==> src/rtl/exc_pipe_pkg.sv <==
// Shared definitions for the exception-tracking pipeline.
// Holds the CP0 Cause.ExcCode values used by the pipeline and a small
// helper for the fetch-side word-alignment check.
package exc_pipe_pkg;

  localparam int EXC_INT  = 0;   // interrupt
  localparam int EXC_ADEL = 4;   // address error on load / instruction fetch
  localparam int EXC_ADES = 5;   // address error on store
  localparam int EXC_RI   = 10;  // reserved instruction
  localparam int EXC_OV   = 12;  // arithmetic overflow

  localparam int REC_V_W  = 1;
  localparam int REC_EV_W = 1;
  localparam int REC_BD_W = 1;

  function automatic logic pc_misaligned(input logic [1:0] pc_lsb);
    return pc_lsb != 2'b00;
  endfunction

endpackage

==> src/rtl/exc_stage_reg.sv <==
// One exception-record pipeline register.
// Holds (v, ev, code, bd, pc). Priority on the clock edge:
// flush > hold > bubble > load. The merged outputs fold in this stage's
// own detection unless the record already carries an older exception.
// Ports:
//   i_clk, i_rst_n        clock, async active-low reset
//   i_flush               load a bubble regardless of hold
//   i_hold                keep the current record
//   i_bubble              load an all-zero record (upstream is holding)
//   i_v..i_pc             incoming record
//   i_det_v, i_det_code   exception detected by this stage this cycle
//   o_v..o_pc             merged view of the stored record
module exc_stage_reg
  import exc_pipe_pkg::*;
#(
  parameter int CODE_W = 5,
  parameter int PC_W   = 32
) (
  input  logic              i_clk,
  input  logic              i_rst_n,
  input  logic              i_flush,
  input  logic              i_hold,
  input  logic              i_bubble,
  input  logic              i_v,
  input  logic              i_ev,
  input  logic [CODE_W-1:0] i_code,
  input  logic              i_bd,
  input  logic [PC_W-1:0]   i_pc,
  input  logic              i_det_v,
  input  logic [CODE_W-1:0] i_det_code,
  output logic              o_v,
  output logic              o_ev,
  output logic [CODE_W-1:0] o_code,
  output logic              o_bd,
  output logic [PC_W-1:0]   o_pc
);

  logic [REC_V_W-1:0]  r_v;
  logic [REC_EV_W-1:0] r_ev;
  logic [CODE_W-1:0]   r_code;
  logic [REC_BD_W-1:0] r_bd;
  logic [PC_W-1:0]     r_pc;
  logic                w_take;

  always_ff @(posedge i_clk or negedge i_rst_n) begin
    if (!i_rst_n) begin
      r_v    <= '0;
      r_ev   <= '0;
      r_code <= '0;
      r_bd   <= '0;
      r_pc   <= '0;
    end else if (i_flush || (!i_hold && i_bubble)) begin
      r_v    <= '0;
      r_ev   <= '0;
      r_code <= '0;
      r_bd   <= '0;
      r_pc   <= '0;
    end else if (!i_hold) begin
      r_v    <= i_v;
      r_ev   <= i_ev;
      r_code <= i_code;
      r_bd   <= i_bd;
      r_pc   <= i_pc;
    end
  end

  // An older exception already in the record always wins over a new detection.
  assign w_take = r_v & ~r_ev & i_det_v;

  assign o_v    = r_v;
  assign o_ev   = r_ev | w_take;
  assign o_code = w_take ? i_det_code : r_code;
  assign o_bd   = r_bd;
  assign o_pc   = r_pc;

endmodule

==> src/rtl/exc_pipe.sv <==
// Exception-tracking record pipeline (top).
// Carries one exception record per instruction through NS stages, lets each
// stage inject a detected exception (oldest wins) and presents a precise
// commit-time exception request with EPC from the last stage.
// Ports:
//   i_clk, i_reset_n        clock, async active-low reset
//   i_flush                 drop every record next edge
//   i_stall[NS]             stage i must hold
//   i_f_*                   fetch record (valid, pc, bd, exception, code)
//   i_det_v, i_det_code     per-stage detections, code i at [i*CODE_W +: CODE_W]
//   i_int_req               pending unmasked interrupt
//   o_cmt_*                 commit view of stage NS-1
//   o_exc_cnt               saturating count of taken exceptions
module exc_pipe
  import exc_pipe_pkg::*;
#(
  parameter int NS     = 4,
  parameter int CODE_W = 5,
  parameter int PC_W   = 32,
  parameter int CNT_W  = 16
) (
  input  logic                 i_clk,
  input  logic                 i_reset_n,
  input  logic                 i_flush,
  input  logic [NS-1:0]        i_stall,
  input  logic                 i_f_valid,
  input  logic [PC_W-1:0]      i_f_pc,
  input  logic                 i_f_bd,
  input  logic                 i_f_exc_v,
  input  logic [CODE_W-1:0]    i_f_code,
  input  logic [NS-1:0]        i_det_v,
  input  logic [NS*CODE_W-1:0] i_det_code,
  input  logic                 i_int_req,
  output logic                 o_cmt_valid,
  output logic                 o_cmt_exc,
  output logic [CODE_W-1:0]    o_cmt_code,
  output logic                 o_cmt_bd,
  output logic [PC_W-1:0]      o_cmt_epc,
  output logic [CNT_W-1:0]     o_exc_cnt
);

  logic [NS-1:0]     w_hold;
  logic              w_f_ev;
  logic [CODE_W-1:0] w_f_code;

  logic              w_src_v    [NS];
  logic              w_src_ev   [NS];
  logic [CODE_W-1:0] w_src_code [NS];
  logic              w_src_bd   [NS];
  logic [PC_W-1:0]   w_src_pc   [NS];
  logic              w_bubble   [NS];

  logic              w_m_v    [NS];
  logic              w_m_ev   [NS];
  logic [CODE_W-1:0] w_m_code [NS];
  logic              w_m_bd   [NS];
  logic [PC_W-1:0]   w_m_pc   [NS];

  logic              w_exc;
  logic [CNT_W-1:0]  r_exc_cnt;

  // A misaligned fetch is an AdEL regardless of what fetch reported.
  assign w_f_ev   = (i_f_valid && pc_misaligned(i_f_pc[1:0])) ? 1'b1 : i_f_exc_v;
  assign w_f_code = (i_f_valid && pc_misaligned(i_f_pc[1:0])) ? CODE_W'(EXC_ADEL) : i_f_code;

  for (genvar g = 0; g < NS; g++) begin : g_stage
    // A stall anywhere downstream freezes this stage too.
    assign w_hold[g] = |i_stall[NS-1:g];

    if (g == 0) begin : g_fetch
      assign w_src_v[g]    = i_f_valid;
      assign w_src_ev[g]   = w_f_ev;
      assign w_src_code[g] = w_f_code;
      assign w_src_bd[g]   = i_f_bd;
      assign w_src_pc[g]   = i_f_pc;
      assign w_bubble[g]   = 1'b0;
    end else begin : g_chain
      assign w_src_v[g]    = w_m_v[g-1];
      assign w_src_ev[g]   = w_m_ev[g-1];
      assign w_src_code[g] = w_m_code[g-1];
      assign w_src_bd[g]   = w_m_bd[g-1];
      assign w_src_pc[g]   = w_m_pc[g-1];
      assign w_bubble[g]   = w_hold[g-1];
    end

    exc_stage_reg #(
      .CODE_W (CODE_W),
      .PC_W   (PC_W)
    ) u_stage (
      .i_clk      (i_clk),
      .i_rst_n    (i_reset_n),
      .i_flush    (i_flush),
      .i_hold     (w_hold[g]),
      .i_bubble   (w_bubble[g]),
      .i_v        (w_src_v[g]),
      .i_ev       (w_src_ev[g]),
      .i_code     (w_src_code[g]),
      .i_bd       (w_src_bd[g]),
      .i_pc       (w_src_pc[g]),
      .i_det_v    (i_det_v[g]),
      .i_det_code (i_det_code[g*CODE_W +: CODE_W]),
      .o_v        (w_m_v[g]),
      .o_ev       (w_m_ev[g]),
      .o_code     (w_m_code[g]),
      .o_bd       (w_m_bd[g]),
      .o_pc       (w_m_pc[g])
    );
  end

  // Bubbles never raise anything, not even a pending interrupt.
  assign w_exc       = w_m_v[NS-1] & (w_m_ev[NS-1] | i_int_req);
  assign o_cmt_valid = w_m_v[NS-1];
  assign o_cmt_exc   = w_exc;
  assign o_cmt_code  = w_m_ev[NS-1] ? w_m_code[NS-1] : CODE_W'(EXC_INT);
  assign o_cmt_bd    = w_m_bd[NS-1];
  assign o_cmt_epc   = w_m_bd[NS-1] ? (w_m_pc[NS-1] - PC_W'(4)) : w_m_pc[NS-1];

  // Counted only when the commit stage actually moves on, so a held
  // exception is counted once.
  always_ff @(posedge i_clk or negedge i_reset_n) begin
    if (!i_reset_n) begin
      r_exc_cnt <= '0;
    end else if (w_exc && !i_stall[NS-1] && (r_exc_cnt != '1)) begin
      r_exc_cnt <= r_exc_cnt + CNT_W'(1);
    end
  end

  assign o_exc_cnt = r_exc_cnt;

endmodule

==> config.mk <==
export PLATFORM = sky130hd
export DESIGN_NAME = exc_pipe
export DESIGN_NICKNAME = d
export VERILOG_FILES = /design/src/rtl/exc_pipe_pkg.sv /design/src/rtl/exc_stage_reg.sv /design/src/rtl/exc_pipe.sv
export SDC_FILE = /design/constraint.sdc
export NUM_CORES = 1
export LEC_CHECK = 0
export CELL_PAD_IN_SITES_DETAIL_PLACEMENT = 1
export CELL_PAD_IN_SITES_GLOBAL_PLACEMENT = 1
export CORE_ASPECT_RATIO = 1.4
export CORE_MARGIN = 2
export CORE_UTILIZATION = 38
export DETAILED_ROUTE_END_ITERATION = 12
export PLACE_DENSITY_LB_ADDON = 0.3
export SKIP_CTS_REPAIR_TIMING = 1
export SLEW_MARGIN = 20
export SYNTH_ARGS = -nofsm -noshare
export SYNTH_HDL_FRONTEND = slang
export SYNTH_SLANG_ARGS = --single-unit
==> constraint.sdc <==
create_clock -name i_clk -period 2.2 [get_ports i_clk]
set_input_delay 0.44 -clock i_clk [delete_from_list [all_inputs] [get_ports i_clk]]
set_output_delay 0.44 -clock i_clk [all_outputs]
set_load 0.02 [all_outputs]
=== Word level (Yosys, flattened, before mapping) ===
Index checks and enable logic that the tools add are counted.
W data, S select, Z words.

* Flip-flop bits (word level): 176
* Bits of input ports: 72
* Output and inout bits: 56
* Word-level logic and storage cells: 110

* $add $sub $neg: 2
* Equal/unequal tests: 5
* Multiplexer cells: 48
* Bitwise gates (word level): 18
* Reduce and logical (&&, ||, !) cells: 16

{| class="wikitable"
|+ Operators with widths
! cell !! count
|-
| $mux W32 || 9
|-
| $mux W5 || 14
|-
| $sub A32 B3 Y32 const B || 1
|-
| $mux W1 || 25
|-
| $add A16 B1 Y16 const B || 1
|-
| $ne A16 B16 Y1 const B || 1
|-
| $and A1 B1 Y1 || 9
|-
| $logic_and A1 B1 Y1 || 6
|-
| $ne A2 B2 Y1 const B || 3
|-
| $or A1 B1 Y1 || 5
|-
| $not A1 Y1 || 4
|-
| $reduce_or A4 Y1 || 1
|-
| $logic_not A1 Y1 || 3
|-
| $logic_or A1 B1 Y1 || 3
|-
| $reduce_or A3 Y1 || 1
|-
| $ne A2 B1 Y1 const B || 1
|-
| $reduce_bool A2 Y1 || 1
|-
| $reduce_or A2 Y1 || 1
|}

=== Depth between registers and ports, before layout ===
Gate-level depths: netlist of run 1.

* Depth after elaboration: 8
* Gate-level depth with buffers: 7

=== Hierarchy ===
A second synthesis of run 1 with hierarchy kept.

* Cells, all modules: 912
* Area, all modules: 8944.8 µm²

{| class="wikitable"
|+ By module, submodules not included
! module !! times used !! cells each !! area each (µm²) !! sequential area each (µm²)
|-
| exc_stage_reg || 4 || 183 || 1843.0 || 1001.0
|-
| exc_pipe || 1 || 180 || 1572.8 || 400.4
|}

=== Worst setup path after synthesis of run 1 ===
Ideal clock, no wire load.

* Kind: register to output
* Start: register g_stage[3].u_stage.r_pc[14]
* End: output o_cmt_epc[31]
* Arrival time: 2.169 ns
* Slack: -0.409 ns
* Cell stages (with the launch flop): 6
* Cells stage by stage: dfrtp_1 > or4_4 > or4_4 > buf_6 > nor4_4 > xor2_1

* Word-level cells in the longest chain between the ends: 2

{| class="wikitable"
|+ RTL lines
! element !! line !! source
|-
| from (decl) || exc_stage_reg.sv:42 || <nowiki>logic [PC_W-1:0] r_pc;</nowiki>
|-
| from (signal assigned) || exc_stage_reg.sv:63 || <nowiki>r_pc <= i_pc;</nowiki>
|-
| $sub A32 B3 Y32 || exc_pipe.sv:116 || <nowiki>assign o_cmt_epc = w_m_bd[NS-1] ? (w_m_pc[NS-1] - PC_W'(4)) : w_m_pc[NS-1];</nowiki>
|-
| $mux W32 || exc_pipe.sv:116 ||
|-
| to (decl) || exc_pipe.sv:38 || <nowiki>output logic [PC_W-1:0] o_cmt_epc,</nowiki>
|}

No other way between the ends.

=== Final worst setup path of run 1 ===
* Start: register g_stage[3].u_stage.r_pc[14]
* End: output o_cmt_epc[20]

Same word-level chain as after synthesis.

==> flow_metrics.py, run 1 <==
metrics = {
    "critical_path": {
        "cp-end-kind": "output port",
        "cp_data_required_time_ns": 1.76,
        "cp-start-kind": "flip-flop",
        "cp.buffers_inverters": 3,
        "arrival_ns": 2.53,
        "worst_r2r_path_depth": 6,
        "cp_max_fo": 4,
        "worstReg2RegStart": "o_exc_cnt[4]$_DFFE_PN0P_",
        "r2r_slack_ns": 0.53,
        "path_delay_family": "simple AND/OR/NAND/NOR gates",
        "path_common_cell": "buf_6",
        "max_stage_delay_ns": 0.56,
        "worstSetupPathType": "flip-flop to output port",
        "crit_chain": "or4_4 > buf_6 > or3_4 > buf_6 > nor4_4 > xor2_1 > buf_4",
        "regToRegEndpoint": "o_exc_cnt[0]$_DFFE_PN0P_",
        "cp_slowest_cell": "or4_4",
    },
    "timing": {
        "period_minus_slack_ns": 2.97,
        "finalMaxSlewViolations": 0,
        "tightestPinTransition_ns": 1.03,
        "slew_headroom_pct": 30.8,
        "finalSetupTns_ns": -13.47,
        "rsz0062_at_grt": "true",
        "setup_ws_ns": -0.774,
        "hold_viol_final": 0,
        "fmax_mhz": 336,
        "final.period_utilization_pct": 135,
        "setup_violations": 27,
        "skew_ns": 0.00648,
    },
    "final_layout": {
        "final_cells": 1048,
        "drive_above_1_share_pct": 27.0,
        "area_delta_synth_final_pct": 45.2,
        "num-fill-cells": 1940,
        "nNetsFinal": 860,
        "fin_util_pct": 55.7,
    },
    "power_and_ir_drop": {
        "p_clk_share_pct": 47.3,
        "p_leak_nw": 5.24,
        "intPower_mw": 5.42,
        "power.density_nw_per_um2": 650,
        "power.share.sequential_pct": 47.3,
        "p_comb_share_pct": 5.4,
        "p_sw_share_pct": 21.5,
        "vdd_drop_max_mv": 0.490,
        "p_switching_mw": 1.48,
    },
    "die": {
        "core-area_sq_um": 19100,
        "dieArea_sq_um": 20400,
        "die_w_microns": 121,
        "pin_count": 128,
        "die_y_microns": 168,
        "rows": 60,
        "start_util_pct": 38.4,
    },
    "routing": {
        "vias": 5621,
        "antenna_left": 0,
        "drt-initial-drc-count": 230,
        "drt-pass1-iter-count": 4,
        "routedWlPerCell_microns": 19.7,
        "drt-total-wl_microns": 20700,
        "drc_errors": 0,
        "viasPerCell": 5.36,
    },
    "clock_tree": {
        "h-tree-depth": 4,
        "cts-buffers-inserted": 17,
        "worstSkewPairLatency_ns": 0.44,
        "cts_buffer_depth": 2,
        "cts_tree": "built",
        "path_clk_slew_ns": 0.06,
        "clock-root-buffer": "clkbuf_16",
        "cts.sinks": 176,
    },
    "grt": {
        "grt_start_max_net_pins": 51,
        "busiest_layer": "met2",
        "grt_pass1_vias": 6037,
        "grt_use_total_pct": 20.2,
        "antenna_found_initial": 1,
        "use_met2_pct": 37.2,
        "grt_overflow": 0,
        "grt_pass1_wl_microns": 31900,
        "use_met1_pct": 22.8,
        "grt.met3_usage_pct": 4.57,
    },
    "synthesis": {
        "synth_edf_count": 0,
        "synth_top_cell_area_share_pct": 60.2,
        "synth_cell_types": 43,
        "synthMuxAreaShare_pct": 2.34,
        "syn_area_sq_um": 7310,
        "syn_nets": 658,
        "synth_top_family_by_area": "compound AO/OA/AOI/OAI gates",
        "synth_fa_ha_area_share_pct": 0.342,
        "synth.area.top_cells": "dfrtp_1, a22o_1, xor2_1",
        "netlist.top_cell.by_area": "dfrtp_1",
        "syn_area_per_cell_sq_um": 12.5,
        "ys_seq_elements": 176,
        "yosysWarnings": 0,
        "yosysSeqAreaShare_pct": 60.2,
        "synth_compound_area_share_pct": 19.3,
        "synth_ff_type": "dfrtp_1",
        "yosys.area_share.xor_xnor_pct": 5.27,
        "yosys.area_share.simple_pct": 10.0,
        "synthArstFlopShare_pct": 100,
        "syn_inst": 584,
    },
    "outcome": {
        "violations": "setup timing",
        "status": "complete, but fails checks",
    },
    "place": {
        "dp.final_hpwl_microns": 14100,
        "dp_slack_ns": -0.828,
        "io_buffers": 127,
        "globalplace.congestion": 0.820,
        "dp_cells": 994,
    },
    "job": {
        "cap_violations": 0,
    },
    "hold_path": {
        "hold_path.class": "input port to async pin",
    },
}
==> cells in the mapped netlist, types with 7 or more instances <==
cell      count
dfrtp_1     176
a22o_1      140
nand2_1      39
clkbuf_1     28
o21ai_0      26
xor2_1       26
xnor2_1      18
nor2_1       17
mux2i_1      16
nor3_1       11
nand4_1       8
buf_2         7
or3_1         7
==> power groups by stage <==
stage / Combinational, mW / Sequential [mW] / Clock, mW
4_1_cts: 0.367 / 3.26 / 3.34
2_1_floorplan: 0.0938 / 3.32 / 0
3_3_place_gp: 0.355 / 3.32 / 0
6_report: 0.371 / 3.26 / 3.27
3_5_place_dp: 0.365 / 3.32 / 0
5_1_grt: 0.401 / 3.26 / 3.45
==> state kept, by name, indices dropped and copies added, names as in the netlist <==
| name | cells |
|---|---|
| g_stage.u_stage.o_v | 4 |
| g_stage.u_stage.r_ev | 4 |
| g_stage.u_stage.o_bd | 4 |
| o_exc_cnt | 16 |
| g_stage.u_stage.o_pc | 128 |
| g_stage.u_stage.r_code | 20 |
==> cells by family (layout without fill, tap and decap cells) <==
logic type	Yosys count	after routing
flops	176	176
compound gates	174	174
simple gates	128	128
xor+xnor	44	44
buf+inv	43	258
mux	17	17
fa+ha+maj	2	2
other cells	0	1
==> through the flow <==
step           hold slack, ns  total power, mW  instance area (sq um)
4_1_cts                -0.130             6.97                  10100
5_1_grt                 0.460             7.12                  10600
3_3_place_gp            0.340             3.68                   9480
6_report                0.450             6.90                  10600
3_5_place_dp            0.345             3.69                   9480
2_1_floorplan           0.144             3.41                   7420
==> how the worst max path moves through the flow <==
stage | start | to | cells past startpoint
floorplan | g_stage[3].u_stage.o_pc[14]$_DFFE_PN0P_ | o_cmt_epc[31] | 5
global placement | g_stage[3].u_stage.o_pc[14]$_DFFE_PN0P_ | o_cmt_epc[31] | 5
detailed placement | g_stage[3].u_stage.o_pc[14]$_DFFE_PN0P_ | o_cmt_epc[22] | 6
CTS | g_stage[3].u_stage.o_pc[14]$_DFFE_PN0P_ | o_cmt_epc[22] | 6
global route | g_stage[3].u_stage.o_pc[14]$_DFFE_PN0P_ | o_cmt_epc[20] | 7
finish | g_stage[3].u_stage.o_pc[14]$_DFFE_PN0P_ | o_cmt_epc[20] | 7
==> layout make-up <==
class / count / area [sq um] / share of cell area (%)
diodes: 1 / 2.50 / 0.0236
clock buffers: 20 / 467 / 4.39
clock inverters: 12 / 180 / 1.70
inverters: 5 / 21.3 / 0.200
multi-input cells: 365 / 3180 / 30.0
flip-flops and latches: 176 / 4410 / 41.5
well taps: 248 / 310 / 2.92
repair buffers: 221 / 2050 / 19.3
==> cells in the final DEF (no fill, tap or decap), types with 4 or more instances in the layout <==
cell | netlist | layout
a22o_1 | 140 | 140
buf_12 | 0 | 4
buf_4 | 2 | 97
buf_6 | 1 | 16
bufinv_16 | 0 | 4
clkbuf_16 | 0 | 17
clkdlybuf4s50_1 | 0 | 90
dfrtp_1 | 176 | 174
dlymetal6s2s_1 | 0 | 8
mux2i_1 | 16 | 16
nand2_1 | 39 | 37
nand3_1 | 6 | 4
nand3b_1 | 6 | 6
nand4_1 | 8 | 8
nor2_1 | 17 | 10
nor2_4 | 0 | 5
nor3_1 | 11 | 7
nor3_2 | 3 | 4
nor4_4 | 1 | 7
nor4b_4 | 0 | 4
o21ai_0 | 26 | 26
or3_1 | 7 | 5
xnor2_1 | 18 | 10
xnor2_2 | 0 | 6
xor2_1 | 26 | 18
xor2_2 | 0 | 8
==> worst reg2reg max path: stages, from the launching register on <==
cell     delay, ns
dfrtp_1       0.42
nand3_1       0.23
nor4_1        0.38
buf_4         0.20
nor2_1        0.06
buf_4         0.13
xor2_1        0.13
==> per-layer routing <==
metal,routed length [microns],up-vias,share of wire (%)
met5,0,-,0
met4,489,0,2.4
met1,7960,2906,39
li1,-,2577,-
met2,11600,106,56
met3,588,32,2.8
(Power assumes the default switching activity.)
==> run 2, diff against run 1 <==
--- a/config.mk
+++ b/config.mk
@@ -10,8 +10,9 @@
 export CORE_ASPECT_RATIO = 1.4
 export CORE_MARGIN = 2
 export CORE_UTILIZATION = 38
+export CTS_BUF_LIST = sky130_fd_sc_hd__clkbuf_8 sky130_fd_sc_hd__clkbuf_16
 export DETAILED_ROUTE_END_ITERATION = 12
-export PLACE_DENSITY_LB_ADDON = 0.3
+export PLACE_DENSITY_LB_ADDON = 0.1
 export SKIP_CTS_REPAIR_TIMING = 1
 export SLEW_MARGIN = 20
 export SYNTH_ARGS = -nofsm -noshare
==> flow_metrics.py, run 2 (synthesis results as in run 1) <==
metrics = {
    "final_layout": {
        "final_cell_area_sq_um": 10400,
        "final_cells": 1035,
        "drive_above_1_share_pct": 25.1,
        "area_delta_synth_final_pct": 42.7,
        "layout_commonest_cell": "dfrtp_1",
        "largest_reg_flops": 128,
        "nNetsFinal": 852,
        "mostFrequentLayoutCells": "dfrtp_1, a22o_1, clkdlybuf4s50_1",
        "fin_util_pct": 54.7,
    },
    "grt": {
        "grt_use_total_pct": 20.1,
        "grt_start_max_net_pins": 53,
        "grt_overflow": 0,
        "grt_pass1_wl_microns": 32000,
        "grt_pass1_vias": 6134,
        "antenna_found_initial": 1,
    },
    "clock_tree": {
        "cts.sinks": 176,
        "path_clk_slew_ns": 0.06,
        "clock-root-buffer": "clkbuf_16",
        "cts_buffer_depth": 2,
        "worstSkewPairLatency_ns": 0.42,
        "cts-buffers-inserted": 17,
        "cts_tree": "built",
        "h-tree-depth": 4,
    },
    "place": {
        "dp_slack_ns": -0.833,
        "dp.final_hpwl_microns": 13900,
        "globalplace.congestion": 0.798,
        "dp_cells": 995,
        "placed_area_sq_um": 9540,
        "io_buffers": 127,
    },
    "timing": {
        "rsz0062_at_grt": "true",
        "holdWs_ns": 0.476,
        "hold_viol_final": 0,
        "skew_ns": 0.00689,
        "slew_headroom_pct": 31.5,
        "setup_ws_ns": -0.729,
        "fmax_mhz": 341,
        "period_minus_slack_ns": 2.93,
        "tightestPinTransition_ns": 1.03,
        "finalMaxSlewViolations": 0,
        "setup_violations": 26,
        "final.period_utilization_pct": 133,
    },
    "routing": {
        "drt-pass1-iter-count": 4,
        "drt-total-wl_microns": 20000,
        "routedWlPerCell_microns": 19.3,
        "antenna_left": 0,
        "drc_errors": 0,
        "viasPerCell": 5.43,
        "drt-initial-drc-count": 177,
        "vias": 5622,
    },
    "critical_path": {
        "cp-end-kind": "output port",
        "arrival_ns": 2.49,
        "worstSetupPathType": "flip-flop to output port",
        "cp_data_required_time_ns": 1.76,
        "cp-start-kind": "flip-flop",
        "cp_max_fo": 4,
    },
    "outcome": {
        "violations": "setup timing",
        "status": "complete, but fails checks",
    },
    "die": {
        "start_util_pct": 38.4,
        "rows": 60,
        "dieArea_sq_um": 20400,
        "die_y_microns": 168,
        "die_w_microns": 121,
        "core-area_sq_um": 19100,
        "pin_count": 128,
    },
    "hold_path": {
        "hold_path.class": "flip-flop to flip-flop",
    },
    "power_and_ir_drop": {
        "p_leak_nw": 5.13,
        "power.density_nw_per_um2": 628,
        "vdd_drop_max_mv": 0.486,
    },
    "job": {
        "cap_violations": 0,
    },
}
==> run 2: power breakdown <==
group | switching, mW | internal, mW | total (mW) | leakage, nW
Combinational | 0.203 | 0.181 | 0.384 | 2.40
Sequential | 0.0103 | 3.25 | 3.26 | 2.45
Clock | 1.18 | 1.73 | 2.91 | 0.283
==> run 2: final cells by class <==
| cell class | count | area (sq um) |
|---|---|---|
| Clock inverter | 7 | 90.1 |
| Sequential cell | 176 | 4410 |
| Fill cell | 1919 | 8630 |
| Antenna cell | 1 | 2.50 |
| Timing Repair Buffer | 213 | 2020 |
| Tap cell | 248 | 310 |
| Clock buffer | 20 | 467 |
| Multi-Input combinational cell | 365 | 3120 |
| Inverter | 5 | 18.8 |
==> run 2: worst paths after layout <==
check | from | endpoint | slack (ns) | depth (start not counted)
min in group asynchronous | i_reset_n | o_exc_cnt[6]$_DFFE_PN0P_ | 0.50 | 2
max reg2reg | g_stage[3].u_stage.r_ev$_DFFE_PN0P_ | o_exc_cnt[15]$_DFFE_PN0P_ | 0.32 | 6
max in group asynchronous | i_reset_n | g_stage[3].u_stage.o_pc[2]$_DFFE_PN0P_ | 1.06 | 3
min | g_stage[0].u_stage.r_code[2]$_DFFE_PN0P_ | g_stage[0].u_stage.r_code[2]$_DFFE_PN0P_ | 0.48 | 2
min reg2reg | g_stage[0].u_stage.r_code[2]$_DFFE_PN0P_ | g_stage[0].u_stage.r_code[2]$_DFFE_PN0P_ | 0.48 | 2
max | g_stage[3].u_stage.o_pc[13]$_DFFE_PN0P_ | o_cmt_epc[20] | -0.73 | 6
==> run 2: per-stage QoR <==
step	setup TNS, ns	power (mW)
after floorplan	-3.41	3.41
after global placement	-21.54	3.70
after detailed placement	-26.02	3.71
after CTS	-28.45	6.64
after global routing	-15.30	6.79
final	-12.39	6.55
==> run 2: routing by layer <==
metal	vias to the layer above	track usage, %	wire, microns
li1	2567	-	-
met1	2918	24.6	8200
met2	113	35.4	10900
met3	24	3.69	586
met4	0	6.80	330
met5	-	0	0
==> run 2: critical path, stage by stage (launching register included) <==
cell,delay (ns)
dfrtp_1,0.38
or4_4,0.59
or3_1,0.38
buf_4,0.18
nor4_2,0.16
xor2_1,0.20
buf_4,0.17
